$ cat src/rtl/rgb_pwm.sv
// rgb_pwm: valid/ready colour input driving PWM status LEDs, new duty applied at period boundaries.
// Define RGB_PWM_FADE_EN to step each duty by one per period toward the latest requested colour.
module rgb_pwm #(
   parameter int DW = 8,
   parameter int PRESCALE = 16
) (
   input  logic          clk,
   input  logic          rst,
   input  logic          in_valid,
   output logic          in_ready,
   input  logic [DW-1:0] in_r,
   input  logic [DW-1:0] in_g,
   input  logic [DW-1:0] in_b,
   input  logic          en,
   output logic          led_r,
   output logic          led_g,
   output logic          led_b,
   output logic          period_start
);
   localparam int PW = PRESCALE > 1 ? $clog2(PRESCALE) : 1;
   localparam logic [DW-1:0] PMAX = {{(DW-1){1'b1}}, 1'b0};
   logic [PW-1:0] pre;
   logic [DW-1:0] phase, duty_r, duty_g, duty_b, pend_r, pend_g, pend_b;
   logic tick, boundary, xfer;
   assign tick = pre == PW'(PRESCALE - 1);
   assign boundary = tick && phase == PMAX;
   assign xfer = in_valid && in_ready;
`ifdef RGB_PWM_FADE_EN
   function automatic logic [DW-1:0] fade(input logic [DW-1:0] d, input logic [DW-1:0] t);
      return d < t ? d + 1'b1 : d > t ? d - 1'b1 : d;
   endfunction
   assign in_ready = !rst;
   always_ff @(posedge clk)
      if (rst) begin
         {pend_r, pend_g, pend_b} <= '0;
         {duty_r, duty_g, duty_b} <= '0;
      end else begin
         if (xfer) {pend_r, pend_g, pend_b} <= {in_r, in_g, in_b};
         if (boundary) {duty_r, duty_g, duty_b} <= {fade(duty_r, pend_r), fade(duty_g, pend_g), fade(duty_b, pend_b)};
      end
`else
   logic pending;
   assign in_ready = !pending && !rst;
   // a slot filled on a boundary cycle waits for the following boundary
   always_ff @(posedge clk)
      if (rst) begin
         pending <= 1'b0;
         {pend_r, pend_g, pend_b} <= '0;
         {duty_r, duty_g, duty_b} <= '0;
      end else if (boundary && pending) begin
         {duty_r, duty_g, duty_b} <= {pend_r, pend_g, pend_b};
         pending <= 1'b0;
      end else if (xfer) begin
         {pend_r, pend_g, pend_b} <= {in_r, in_g, in_b};
         pending <= 1'b1;
      end
`endif
   always_ff @(posedge clk)
      if (rst) begin
         pre <= '0;
         phase <= '0;
         {led_r, led_g, led_b} <= 3'b000;
         period_start <= 1'b0;
      end else begin
         pre <= tick ? '0 : pre + 1'b1;
         phase <= tick ? (phase == PMAX ? '0 : phase + 1'b1) : phase;
         led_r <= en && (phase < duty_r);
         led_g <= en && (phase < duty_g);
         led_b <= en && (phase < duty_b);
         period_start <= boundary;
      end
endmodule

$ cat config.mk
export PLATFORM = sky130hd
export DESIGN_NAME = rgb_pwm
export DESIGN_NICKNAME = d
export VERILOG_FILES = /design/src/rtl/rgb_pwm.sv
export SDC_FILE = /design/constraint.sdc
export NUM_CORES = 1
export LEC_CHECK = 0
export ABC_CLOCK_PERIOD_IN_PS = 4150
export CORE_MARGIN = 3
export CORE_UTILIZATION = 55
export CTS_BUF_LIST = sky130_fd_sc_hd__clkbuf_2 sky130_fd_sc_hd__clkbuf_4 sky130_fd_sc_hd__clkbuf_8
export CTS_CLUSTER_DIAMETER = 40
export DETAILED_ROUTE_END_ITERATION = 12
export PLACE_DENSITY = 0.78
export SYNTH_ARGS = -nofsm -noshare
export SYNTH_HDL_FRONTEND = slang
export SYNTH_SLANG_ARGS = --single-unit
export TNS_END_PERCENT = 1
$ cat constraint.sdc
create_clock -name clk -period 4.15 [get_ports clk]
set_input_delay 1.0375 -clock clk [delete_from_list [all_inputs] [get_ports clk]]
set_output_delay 1.0375 -clock clk [all_outputs]
set_load 0.005 [all_outputs]
==> metrics.cfg <==
[clock_tree]
cts_tree=done
cts_num_sinks=65
post_cts_setup_buffer_count=0
cts_hold_repair.buffers=0
post_cts_resize_count=0
cts-buffers-inserted=9
clock_tree.htree_level_count=3
clockRootBuffer=sky130_fd_sc_hd__clkbuf_8
cts.path.max_buffers=2
clock_latency_ns=0.35
worst_path_clk_slew_ns=0.07

[logic_synthesis]
asyncSetResetFlopFracSynth_pct=0
postSynthAreaPerCell_sq_um=8.82
synth_seq_area_share_pct=42.9
synth_top_flop_cell=sky130_fd_sc_hd__dfxtp_1
synthesis.instances=344
postSynthNetCount=396
synth_edf_count=0
synthDistinctLibCells=42
synth_area_sq_um=3030
post_synthesis_register_bit_count=65
yosysWarningCount=0

[setup_path]
cp_slowest_cell=sky130_fd_sc_hd__clkdlybuf4s50_1
endpoint_type_of_the_worst_setup_path=output port
worstSetupStartpointType=input pin
setup.worst_path.end=in_ready
crit-reg2reg-capture=duty_g[2]
critical_path_arrival_ns=2.11
path_cells=clkdlybuf4s50_1 -> nor2_1 -> clkdlybuf4s50_1
rrSetupSlack_ns=2.16
critical_path_buf_inv_count=2
worst_r2r_path_depth=4
most_frequent_cp_cell=sky130_fd_sc_hd__clkdlybuf4s50_1
crit_family=buffers and inverters
path_depth=3
rr_startpoint=phase[1]
timing.setup.critical_path_class=input pin to output port
timing.critical_path.required_ns=3.11
stage_delay_of_the_slowest_cell_on_the_critical_path_ns=0.50
cp_max_fo=2
setup.worst_path.start=rst

[timing]
final_critical_path_setup_slack_ns=1.01
setup_repair_after_global_routing_missed_its_margin=no
total_of_endpoints_with_negative_setup_slack_in_the_final_report=0
final_min_period_over_clock_period_pct=75.8
timing_worst_slew_pin_value_ns=0.816
fmax_mhz=318
finalCriticalPeriod_ns=3.14
finalHoldViolations=0
setup_total_negative_slack_ns=0
clock-skew-final_ns=0.00872
max-slew-margin-rel_pct=45.6
slew_violations=0

[power_and_ir_drop]
sw_frac_of_total_pct=22.4
power_density_nw_per_um2=407
power.share.clock_pct=45.9
share_comb_of_total_power_pct=8.2
power.sequential.fraction_pct=45.9
power.ir.vdd_worst_uv=322
power.switching_uw=327
leakage_nw=1.28
p_int_mw=1.13

[layout]
finish.net_count=421
final_core_utilization_pct=68.8
antennaDiodeCount=0
area.growth.synth_to_final_pct=18.0
non_filler_instance_count_after_layout=444
share_of_layout_cells_above_drive_strength_1_pct=6.15
layout.area.seq_sq_um=1300
multi_input_area_sq_um=1510
filler_cell_count=435

[floorplan]
coreArea_sq_um=5200
dieArea_sq_um=6440
floorplan.initialDensity_pct=58.3
rows=26
chipWidth_microns=80.3
design.portCount=33
dieHeight_microns=80.3

[grt]
grt_pass1_wl_mm=10.4
antenna_found_initial=0
grt_use_total_pct=21.1
globalRoute.totalOverflow=0
first_global_vias=2289
grt_max_degree=52

[placed_design]
dpl.cell_count=428
globalplace.congestion=0.823
detailed_place_hpwl_mm=4.07
port-buffer-count=32
placement.setup.worst_slack_ns=0.976

[routing]
route.vias.total=2402
drt-initial-drc-count=156
routedWlPerCell_microns=13.5
via_per_inst=5.41
detail_route.drc_violations=0
wl_mm=6.01
firstDrtPassIters=4
detail-route-antenna-nets=0

[run_status]
run_status=finished, final reports clean

[flow_run]
max-cap-violations=0

[hold_path]
number_of_cells_traversed_by_the_worst_hold_path=2
worst_min_path_class=register to register

## registers in the layout, indices dropped and copies added (netlist names)
register	flops
duty_b	8
duty_g	8
duty_r	8
led_b	1
led_g	1
led_r	1
pend_b	8
pend_g	8
pend_r	8
pending	1
period_start	1
phase	8
pre	4
## routing by layer
layer / vias to the layer above / share of wire, % / track usage, %
met5: - / 0 / 0
met1: 1095 / 48 / 26.6
li1: 1244 / - / -
met2: 53 / 46 / 33.3
met3: 10 / 4.6 / 6.17
met4: 0 / 1.7 / 9.12
## synthesized netlist by cell type, types with 4 or more instances
library cell	instances	area, sq um
sky130_fd_sc_hd__ha_1	24	300
sky130_fd_sc_hd__nor2_1	4	15.0
sky130_fd_sc_hd__dfxtp_1	65	1300
sky130_fd_sc_hd__inv_1	24	90.1
sky130_fd_sc_hd__clkbuf_1	7	26.3
sky130_fd_sc_hd__nand3_1	4	20.0
sky130_fd_sc_hd__mux2i_1	24	240
sky130_fd_sc_hd__o211ai_1	7	52.6
sky130_fd_sc_hd__a21oi_1	11	55.1
sky130_fd_sc_hd__nor4_1	8	50.1
sky130_fd_sc_hd__o21ai_0	30	150
sky130_fd_sc_hd__nand2_1	77	289
sky130_fd_sc_hd__and3_1	4	25.0
sky130_fd_sc_hd__nor3_1	8	40.0
sky130_fd_sc_hd__buf_2	7	35.0
## logic make-up (layout without fill, tap and decap cells)
| group | count (synthesis) | count (layout) | share of synthesized area [%] |
|---|---|---|---|
| simple gates | 123 | 123 | 19.4 |
| flops | 65 | 65 | 42.9 |
| compound gates | 62 | 62 | 12.1 |
| buf+inv | 45 | 75 | 7.55 |
| fa+ha+maj | 24 | 24 | 9.90 |
| mux | 24 | 24 | 7.92 |
| xor+xnor | 1 | 1 | 0.289 |
## cell usage in the layout (no fill, tap or decap), types with 2 or more instances in the layout
cell / Yosys / routed
sky130_fd_sc_hd__buf_4: 1 / 2
sky130_fd_sc_hd__dfxtp_1: 65 / 65
sky130_fd_sc_hd__bufinv_16: 0 / 3
sky130_fd_sc_hd__nand4b_1: 2 / 2
sky130_fd_sc_hd__mux2i_1: 24 / 24
sky130_fd_sc_hd__nand4_1: 3 / 3
sky130_fd_sc_hd__nor4_1: 8 / 8
sky130_fd_sc_hd__inv_1: 24 / 24
sky130_fd_sc_hd__o21ai_1: 3 / 3
sky130_fd_sc_hd__a311oi_1: 2 / 2
sky130_fd_sc_hd__o21ai_0: 30 / 30
sky130_fd_sc_hd__and3_1: 4 / 4
sky130_fd_sc_hd__ha_1: 24 / 24
sky130_fd_sc_hd__o211ai_1: 7 / 7
sky130_fd_sc_hd__clkbuf_8: 0 / 10
sky130_fd_sc_hd__nor2_1: 4 / 4
sky130_fd_sc_hd__nor3_1: 8 / 8
sky130_fd_sc_hd__a211o_1: 3 / 3
sky130_fd_sc_hd__nand2_1: 77 / 77
sky130_fd_sc_hd__clkinvlp_4: 0 / 2
sky130_fd_sc_hd__nor3b_1: 3 / 3
sky130_fd_sc_hd__a21oi_1: 11 / 11
sky130_fd_sc_hd__nand3_1: 4 / 4
sky130_fd_sc_hd__clkdlybuf4s50_1: 0 / 32
sky130_fd_sc_hd__a41oi_1: 2 / 2
## final cells by class
type / count / area share, %
Multi-Input combinational cell: 234 / 42.2
Sequential cell: 65 / 36.4
Timing Repair Buffer: 34 / 9.37
Clock buffer: 10 / 3.84
Clock inverter: 6 / 3.18
Inverter: 25 / 2.62
Tap cell: 70 / 2.45
## how the worst min path moves through the flow
| stage | from | end |
|---|---|---|
| floorplan | duty_b[0] | duty_b[0] |
| global placement | duty_b[0] | duty_b[0] |
| detailed placement | duty_g[1] | duty_g[1] |
| CTS | duty_g[6] | duty_g[6] |
| global route | duty_b[4] | duty_b[4] |
| finish | duty_g[5] | duty_g[5] |
## worst reg2reg max path, stage by stage, from the launching register on
cell,delay (ns)
sky130_fd_sc_hd__dfxtp_1,0.57
sky130_fd_sc_hd__ha_1,0.32
sky130_fd_sc_hd__and4_1,0.24
sky130_fd_sc_hd__and4_4,0.52
sky130_fd_sc_hd__mux2i_1,0.27
## per-stage QoR
stage | hold slack, ns | instance area [sq um] | power, mW
after CTS | 0.464 | 3580 | 1.47
after detailed placement | 0.451 | 3330 | 0.803
after floorplan | 0.430 | 3030 | 0.754
after global routing | 0.484 | 3580 | 1.52
final | 0.461 | 3580 | 1.46
after global placement | 0.441 | 3330 | 0.796
## power by group through the flow
stage	clock [mW]	combinational (mW)	sequential, mW
4_1_cts	0.678	0.121	0.669
3_5_place_dp	0	0.120	0.683
6_report	0.668	0.119	0.669
5_1_grt	0.708	0.136	0.673
2_1_floorplan	0	0.0818	0.673
3_3_place_gp	0	0.114	0.682
No activity file was read; power rests on OpenSTA's default activity.
